[src/rtl/uart_tx.sv]
// -----------------------------------------------------------------------------
// uart_tx
//   8N1 UART transmitter with one byte of buffering. A byte offered while the
//   line is idle goes straight into the shift register. A byte offered while a
//   frame is on the wire waits in a single holding register. That byte is
//   launched with no idle gap when the current stop bit ends.
//
// Parameters
//   CLKS_PER_BIT : clock cycles per serial bit (2..65535), default 28
//   DATA_BITS    : payload bits per frame, fixed at 8
//
// Ports
//   i_clk    : single clock for all logic
//   i_rst_n  : asynchronous active-low reset
//   i_data   : byte to transmit
//   i_valid  : i_data valid this cycle; taken on a rising edge when o_ready=1
//   o_ready  : holding register empty, a byte can be accepted
//   o_tx     : serial line, idle high, driven straight from a flop
//   o_busy   : frame in progress or a byte waiting in the holding register
//   o_done   : one-cycle pulse on the last cycle of each stop bit
// -----------------------------------------------------------------------------
module uart_tx #(
  parameter int unsigned CLKS_PER_BIT = 28,
  parameter int unsigned DATA_BITS    = 8
) (
  input  logic                 i_clk,
  input  logic                 i_rst_n,
  input  logic [DATA_BITS-1:0] i_data,
  input  logic                 i_valid,
  output logic                 o_ready,
  output logic                 o_tx,
  output logic                 o_busy,
  output logic                 o_done
);

  // The counter width covers 0..CLKS_PER_BIT-1. CLKS_PER_BIT >= 2 keeps it >= 1 bit.
  localparam int unsigned CNT_W = (CLKS_PER_BIT > 2) ? $clog2(CLKS_PER_BIT) : 1;
  localparam logic [CNT_W-1:0] LAST_CNT = CNT_W'(CLKS_PER_BIT - 1);
  // o_done is registered, so it is set one count early. It is then high exactly
  // while the stop bit sits on its terminal count.
  localparam logic [CNT_W-1:0] DONE_CNT = CNT_W'(CLKS_PER_BIT - 2);

  typedef enum logic [1:0] {
    S_IDLE  = 2'd0,
    S_START = 2'd1,
    S_DATA  = 2'd2,
    S_STOP  = 2'd3
  } state_t;

  state_t               r_state;
  logic [CNT_W-1:0]     r_cnt;
  logic [2:0]           r_bit_idx;
  logic [DATA_BITS-1:0] r_shift;
  logic [DATA_BITS-1:0] r_hold;
  logic                 r_hold_full;
  logic                 r_tx;
  logic                 r_done;

  logic w_accept;
  logic w_tc;
  logic w_stop_tc;
  logic w_load_direct;
  logic w_to_hold;

  // A byte is only ever accepted into an empty holding register.
  assign w_accept  = i_valid & ~r_hold_full;
  assign w_tc      = (r_cnt == LAST_CNT);
  assign w_stop_tc = (r_state == S_STOP) & w_tc;

  // A byte bypasses the holding register when the shifter is free this edge.
  // That happens when the line is idle, or when the stop bit ends with nothing
  // already waiting. The second case gives back-to-back frames without a
  // round trip through the holding register.
  assign w_load_direct = w_accept & ((r_state == S_IDLE) | w_stop_tc);
  assign w_to_hold     = w_accept & ~w_load_direct;

  always_ff @(posedge i_clk or negedge i_rst_n) begin
    if (!i_rst_n) begin
      r_state     <= S_IDLE;
      r_cnt       <= '0;
      r_bit_idx   <= '0;
      r_shift     <= '0;
      r_hold      <= '0;
      r_hold_full <= 1'b0;
      r_tx        <= 1'b1;
      r_done      <= 1'b0;
    end else begin
      r_done <= 1'b0;

      if (w_to_hold) begin
        r_hold      <= i_data;
        r_hold_full <= 1'b1;
      end

      unique case (r_state)
        S_IDLE: begin
          if (w_load_direct) begin
            r_shift <= i_data;
            r_cnt   <= '0;
            r_tx    <= 1'b0;
            r_state <= S_START;
          end
        end

        S_START: begin
          if (w_tc) begin
            r_cnt   <= '0;
            r_tx    <= r_shift[0];
            r_state <= S_DATA;
          end else begin
            r_cnt <= r_cnt + 1'b1;
          end
        end

        S_DATA: begin
          if (w_tc) begin
            r_cnt <= '0;
            // The shifter moves right so the next bit is always at index 1.
            // The bit index wraps 7->0 as the frame leaves the data phase.
            r_shift   <= r_shift >> 1;
            r_bit_idx <= r_bit_idx + 3'd1;
            if (r_bit_idx == 3'd7) begin
              r_tx    <= 1'b1;
              r_state <= S_STOP;
            end else begin
              r_tx <= r_shift[1];
            end
          end else begin
            r_cnt <= r_cnt + 1'b1;
          end
        end

        S_STOP: begin
          if (r_cnt == DONE_CNT) begin
            r_done <= 1'b1;
          end
          if (w_tc) begin
            r_cnt <= '0;
            if (r_hold_full) begin
              // Drain the waiting byte. The holding register frees up, so
              // o_ready rises on the next cycle.
              r_shift     <= r_hold;
              r_hold_full <= 1'b0;
              r_tx        <= 1'b0;
              r_state     <= S_START;
            end else if (w_load_direct) begin
              r_shift <= i_data;
              r_tx    <= 1'b0;
              r_state <= S_START;
            end else begin
              r_state <= S_IDLE;
            end
          end else begin
            r_cnt <= r_cnt + 1'b1;
          end
        end

        default: begin
          r_state <= S_IDLE;
        end
      endcase
    end
  end

  assign o_tx    = r_tx;
  assign o_done  = r_done;
  assign o_ready = ~r_hold_full;
  assign o_busy  = (r_state != S_IDLE) | r_hold_full;

endmodule

[config.mk]
export PLATFORM = sky130hd
export DESIGN_NAME = uart_tx
export DESIGN_NICKNAME = d
export VERILOG_FILES = /design/src/rtl/uart_tx.sv
export SDC_FILE = /design/constraint.sdc
export NUM_CORES = 1
export LEC_CHECK = 0
export ABC_AREA = 1
export CORE_MARGIN = 2
export CORE_UTILIZATION = 57
export CTS_CLUSTER_DIAMETER = 100
export DETAILED_ROUTE_END_ITERATION = 12
export HOLD_SLACK_MARGIN = 0.12
export PLACE_DENSITY = 0.81
export SLEW_MARGIN = 20
export SYNTH_ARGS = -nofsm -noshare
export SYNTH_HDL_FRONTEND = slang
export SYNTH_SLANG_ARGS = --single-unit
[constraint.sdc]
create_clock -name i_clk -period 1.7 [get_ports i_clk]
set_input_delay 0.425 -clock i_clk [delete_from_list [all_inputs] [get_ports i_clk]]
set_output_delay 0.425 -clock i_clk [all_outputs]
set_load 0.005 [all_outputs]
==> flow_summary.json, run 1 <==
{
  "timing.final.ws_setup_ns": 0.0788,
  "grt_usage": 0.256,
  "finalHoldViolCount": 0,
  "cts_sinks": 29,
  "antenna_found_initial": 0,
  "post-route-drc-count": 0,
  "p_total_mw": 1.33,
  "vias": 1541,
  "clk_path_buf_depth": 2,
  "drtIter0Drc": 72,
  "cp.required_ns": 1.97,
  "grt_pass1_vias": 1475,
  "switching_power_uw": 268,
  "cts_htree_levels": 2,
  "dp_slack_ns": -0.0376,
  "worst_slew_pin_slew_ns": 0.402,
  "ctsHoldBuffers": 0,
  "dr_wl_met3_um": 158,
  "syn_area_per_cell_sq_um": 7.80,
  "dieArea_sq_um": 3390,
  "rsz0062_at_grt": "true",
  "worstSetupStartpoint": "r_state[0]",
  "wl_mm": 3.71,
  "reg2reg_slack_ns": 0.08,
  "final_cell_area_sq_um": 2100,
  "yosys_warnings": 0,
  "ant_nets": 0,
  "synth_cell_types": 24,
  "layout_worst_path_cycle_share": 0.954,
  "diodes": 0,
  "hold_path.class": "input port to async pin",
  "start_util": 0.603,
  "fp.dieW_um": 58.3,
  "nFillCells": 230,
  "gp_congestion": 0.861,
  "post-dp-hpwl_mm": 2.72,
  "internal_power_mw": 1.07,
  "fin_worst_skew_ns": 0.00767,
  "status": "finished, final reports clean",
  "slew_viol_final": 0,
  "fin_nets": 270,
  "tns_ns": 0,
  "cts_setup_buffers": 0,
  "worstPathArrival_ns": 1.89,
  "critPathKind": "flip-flop to flip-flop",
  "power.density_nw_per_um2": 635,
  "dpl_cell_area_sq_um": 1990,
  "wl_met1_mm": 1.70,
  "ir_drop_mv": 0.780,
  "insertion_delay_ns": 0.34,
  "clkTransAtPathRegs_ns": 0.10,
  "synth_commonest_cells": "nand2_1 (37), nand3_1 (30), inv_1 (29)",
  "critical_path.max_fanout": 8,
  "wl_per_cell_um": 13.2,
  "p_leak_nw": 1.04,
  "switching_share": 0.201,
  "core_area_sq_um": 2780,
  "reg2reg_depth": 6,
  "worstReg2RegStart": "r_state[0]",
  "clock.fmax_mhz": 617,
  "power_frac_seq": 0.516,
  "yosysMostFrequentCell": "nand2_1",
  "cts_root_buf": "clkbuf_4",
  "ys_ff_latch": 29,
  "grt-ovfl-total": 0,
  "cts_tree": "done",
  "combPwrFrac": 0.037,
  "synth_area_leaders": "dfrtp_1 (42%), nand3_1 (8.9%), nand2_1 (8.3%)",
  "portBuffers": 14,
  "async_flop_share": 1.00,
  "maxSlewHeadroom": 0.732,
  "p_clk_frac": 0.447,
  "drive_above_1_share": 0.175,
  "grt_pass1_wl_mm": 6.49,
  "setup_viol": 0,
  "synthesis.area_sq_um": 1680,
  "cap_violations": 0,
  "cp-endpoint": "r_shift[3]",
  "grt_max_degree": 30,
  "cts_buffers": 5,
  "fp-row-count": 19,
  "yosys.area.top_type_share": 0.418,
  "route.met2.wl_mm": 1.81,
  "r2r-end": "r_shift[3]",
  "area.growth.synth_to_final_pct": 25.4,
  "synth_largest_area_cell": "dfrtp_1",
  "die_h_um": 58.3,
  "avgViaCountPerCell": 5.46,
  "critPathLaunchType": "flip-flop",
  "drtPass1Iterations": 4,
  "finalCriticalPeriod_ns": 1.62,
  "post-route-util": 0.756,
  "ys_seq_area_frac": 0.433,
  "io_pins": 15,
  "synth_enable_flop_cells": 0,
  "ys.flop_type": "dfrtp_1",
  "syn_inst": 215,
  "end_kind": "flip-flop",
  "highest_layer": "met4",
  "syn_nets": 235
}
## worst min-delay path by stage
stage	startpoint	endpoint	slack (ns)	depth (start not counted)
after floorplan	i_rst_n	o_done	0.13	0
after global placement	o_tx	o_tx	0.45	2
after detailed placement	o_tx	o_tx	0.45	2
after CTS	i_rst_n	r_cnt[4]	0.44	2
after global routing	i_rst_n	o_done	0.44	2
final	i_rst_n	r_cnt[4]	0.43	2
## layout make-up
| cell class | instances | area [sq um] | area share |
|---|---|---|---|
| Clock buffer | 7 | 55.1 | 0.0262 |
| Clock inverter | 1 | 30.0 | 0.0143 |
| Inverter | 33 | 124 | 0.0589 |
| Multi-Input combinational cell | 149 | 830 | 0.394 |
| Sequential cell | 29 | 728 | 0.346 |
| Tap cell | 31 | 38.8 | 0.0184 |
| Timing Repair Buffer | 32 | 298 | 0.142 |
## per-layer routing
metal  up-vias  track usage
li1        765            -
met1       738        0.329
met2        31        0.404
met3         7       0.0848
met4         0       0.0963
met5         -            0
## registers in the layout (all words and copies together), names as in the netlist
register and cells:
o_done 1, r_cnt 5, r_hold_full 1, o_tx 1, r_bit_idx 3, r_shift 8, r_state 2, r_hold 8
## power groups by stage
stage / registers, mW / clock network (mW) / logic (mW)
finish: 0.689 / 0.596 / 0.0490
global route: 0.689 / 0.632 / 0.0549
global placement: 0.703 / 0 / 0.0495
detailed placement: 0.703 / 0 / 0.0500
floorplan: 0.703 / 0 / 0.00613
CTS: 0.689 / 0.606 / 0.0501
## cell families after synthesis
kind of cell,after synthesis,share of synthesized area
buf+inv,37,0.0872
compound gates,37,0.113
flops,29,0.433
simple gates,99,0.275
fa+ha+maj,9,0.0671
mux,2,0.0134
xor+xnor,2,0.0104
## worst max-delay path, stage by stage (launching register included)
cell and delay, ns:
dfrtp_1 0.37, buf_4 0.13, ha_1 0.26, inv_1 0.11, o21ai_2 0.35, nand3_1 0.17
a21oi_2 0.16
## through the flow
stage,hold slack (ns),std cells
4_1_cts,0.436,282
2_1_floorplan,0.129,215
3_5_place_dp,0.453,274
5_1_grt,0.444,282
3_3_place_gp,0.451,274
6_report,0.431,282
## layout by cell type, fill, tap and decap left out, drive strengths merged, types with 2 or more instances in the layout
cell type / instances
a21oi: 13
buf: 18
clkbuf: 7
clkdlybuf4s50: 11
dfrtp: 28
dlygate4sd2: 2
ha: 9
inv: 33
mux2: 2
nand2: 42
nand3: 32
nor2: 24
o21ai: 23
## repair_timing
action / in CTS / in global routing
resized for setup: 3 / 8
endpoints found under the setup margin: 3 / 8
endpoints found under the hold margin: 0 / 0
cloned: 0 / 0
Note: power is estimated with default switching activity, not from simulation.
==> inputs of run 2 (changes only) <==
--- a/config.mk
+++ b/config.mk
@@ -12,6 +12,7 @@
 export DETAILED_ROUTE_END_ITERATION = 12
 export HOLD_SLACK_MARGIN = 0.12
 export PLACE_DENSITY = 0.81
+export SKIP_CTS_REPAIR_TIMING = 1
 export SLEW_MARGIN = 20
 export SYNTH_ARGS = -nofsm -noshare
 export SYNTH_HDL_FRONTEND = slang
==> run 2 against run 1 <==
Final cell count unchanged. Sequential cell count unchanged. Sequential power about the same. Die area unchanged. Via count up 0.71%. Worst hold slack better by 0.0036 ns. Sequential share of layout area about the same. Worst setup slack better by 0.021 ns. Global-route usage up 0.094 points. Fmax up 1.3%. Clock skew up 0.00065 ns. First-iteration DRC count up 35%. Critical path type unchanged. Critical endpoint unchanged. Largest cell class unchanged. Largest power group unchanged.
==> flow_summary.json, run 2 (synthesis gave the netlist of run 1 again) <==
{
  "status": "finished, final reports clean",
  "die_h_um": 58.3,
  "internal_power_mw": 1.07,
  "cp.required_ns": 1.92,
  "clk_path_buf_depth": 2,
  "r2r-end": "r_shift[3]",
  "reg_top3": "r_hold x8, r_shift x8, r_cnt x5",
  "p_leak_nw": 1.05,
  "power.density_nw_per_um2": 635,
  "finalHoldViolCount": 0,
  "antenna_found_initial": 0,
  "maxSlewHeadroom": 0.745,
  "mostFrequentLayoutCell": "nand2_1",
  "critical_path.max_fanout": 8,
  "stdcell_count": 282,
  "cts_root_buf": "clkbuf_4",
  "post-route-drc-count": 0,
  "fp-row-count": 19,
  "finalCriticalPeriod_ns": 1.60,
  "dpl_cell_area_sq_um": 1990,
  "critPathKind": "flip-flop to flip-flop",
  "dieArea_sq_um": 3390,
  "grt_usage": 0.257,
  "grt_pass1_wl_mm": 6.52,
  "wl_mm": 3.73,
  "area.growth.synth_to_final_pct": 25.2,
  "critical-path-max-stage-delay_ns": 0.41,
  "drive_above_1_share": 0.163,
  "whs_ns": 0.435,
  "combPwrFrac": 0.037,
  "portBuffers": 14,
  "grt_max_degree": 30,
  "reg2reg_slack_ns": 0.1,
  "drtPass1Iterations": 4,
  "end_kind": "flip-flop",
  "crit_buf_inv": 3,
  "cts_sinks": 29,
  "insertion_delay_ns": 0.33,
  "cts_tree": "done",
  "cts_htree_levels": 2,
  "fp.dieW_um": 58.3,
  "critPathTopFamily": "simple AND/OR/NAND/NOR gates",
  "diodes": 0,
  "final_cell_mix": "nand2_1 (37), nand3_1 (30), inv_1 (29), dfrtp_1 (27), nor2_1 (23)",
  "ant_nets": 0,
  "drtIter0Drc": 97,
  "power_frac_seq": 0.517,
  "dpl.cell_count": 274,
  "gp_congestion": 0.861,
  "cp_slowest_cell": "dfrtp_2",
  "worstSetupStartpoint": "r_cnt[0]",
  "start_util": 0.603,
  "worst_slew_pin_slew_ns": 0.383,
  "critPathLaunchType": "flip-flop",
  "ir_drop_mv": 0.766,
  "grt-ovfl-total": 0,
  "reg2reg_depth": 10,
  "io_pins": 15,
  "switching_share": 0.200,
  "crit_chain": "ha_1, inv_1, nor2_4, nand2_2, inv_2, nand2_1, nand2_2, inv_2, nor2_1, a21oi_2",
  "hold_path.class": "input port to async pin",
  "grt_pass1_vias": 1482,
  "wl_per_cell_um": 13.2,
  "final_cell_area_sq_um": 2100,
  "setup_viol": 0,
  "post-dp-hpwl_mm": 2.72,
  "core_area_sq_um": 2780,
  "cts_buffers": 5,
  "worstReg2RegStart": "r_cnt[0]",
  "fin_worst_skew_ns": 0.00832,
  "layout_worst_path_cycle_share": 0.941,
  "avgViaCountPerCell": 5.50,
  "p_clk_frac": 0.446,
  "slew_viol_final": 0,
  "fin_nets": 270,
  "worstPathArrival_ns": 1.82,
  "clkTransAtPathRegs_ns": 0.10,
  "clock.fmax_mhz": 625,
  "switching_power_uw": 267,
  "vias": 1552,
  "cap_violations": 0
}
[run 2: power groups by stage]
stage               Combinational [mW]  Clock, mW  Sequential, mW
global placement                0.0495          0           0.703
detailed placement              0.0500          0           0.703
global route                    0.0548      0.632           0.689
CTS                             0.0501      0.606           0.689
floorplan                      0.00613          0           0.703
finish                          0.0490      0.595           0.689
[run 2: how the worst max path moves through the flow]
stage            endpoint  cells after the start
6_report       r_shift[3]                     10
5_1_grt        r_shift[3]                     10
4_1_cts            o_busy                      4
3_5_place_dp   r_shift[3]                      8
3_3_place_gp     r_cnt[4]                      8
2_1_floorplan  r_state[0]                      8
[run 2: routing by layer]
layer	part of all wire	routed length (um)	vias to the layer above	GRT usage
li1	-	-	764	-
met5	0	0	-	0
met3	0.055	204	7	0.0848
met4	0.013	50	0	0.0963
met1	0.44	1640	744	0.330
met2	0.49	1830	37	0.406
[run 2: per-stage QoR]
stage / util / total power [mW] / setup TNS, ns / worst slack [ns]
6_report: 0.755 / 1.33 / 0 / 0.0998
5_1_grt: 0.755 / 1.38 / -0.0114 / -0.00680
4_1_cts: 0.748 / 1.35 / -0.493 / -0.238
3_5_place_dp: 0.717 / 0.753 / -0.0376 / -0.0376
3_3_place_gp: 0.717 / 0.752 / 0 / 0.0266
2_1_floorplan: - / 0.709 / 0 / 0.197
[run 2: cell type report]
class | count | area [sq um]
clock inverters | 1 | 30.0
well taps | 31 | 38.8
flip-flops and latches | 29 | 728
clock buffers | 7 | 55.1
inverters | 33 | 124
multi-input cells | 149 | 817
repair buffers | 32 | 308
fillers | 227 | 681
==> inputs of run 3 (changes only) <==
--- a/config.mk
+++ b/config.mk
@@ -6,6 +6,7 @@
 export NUM_CORES = 1
 export LEC_CHECK = 0
 export ABC_AREA = 1
+export CAP_MARGIN = 30
 export CORE_MARGIN = 2
 export CORE_UTILIZATION = 57
 export CTS_CLUSTER_DIAMETER = 100
==> results of run 3 <==
Final layout, timing and power as in run 2 (identical DEF).
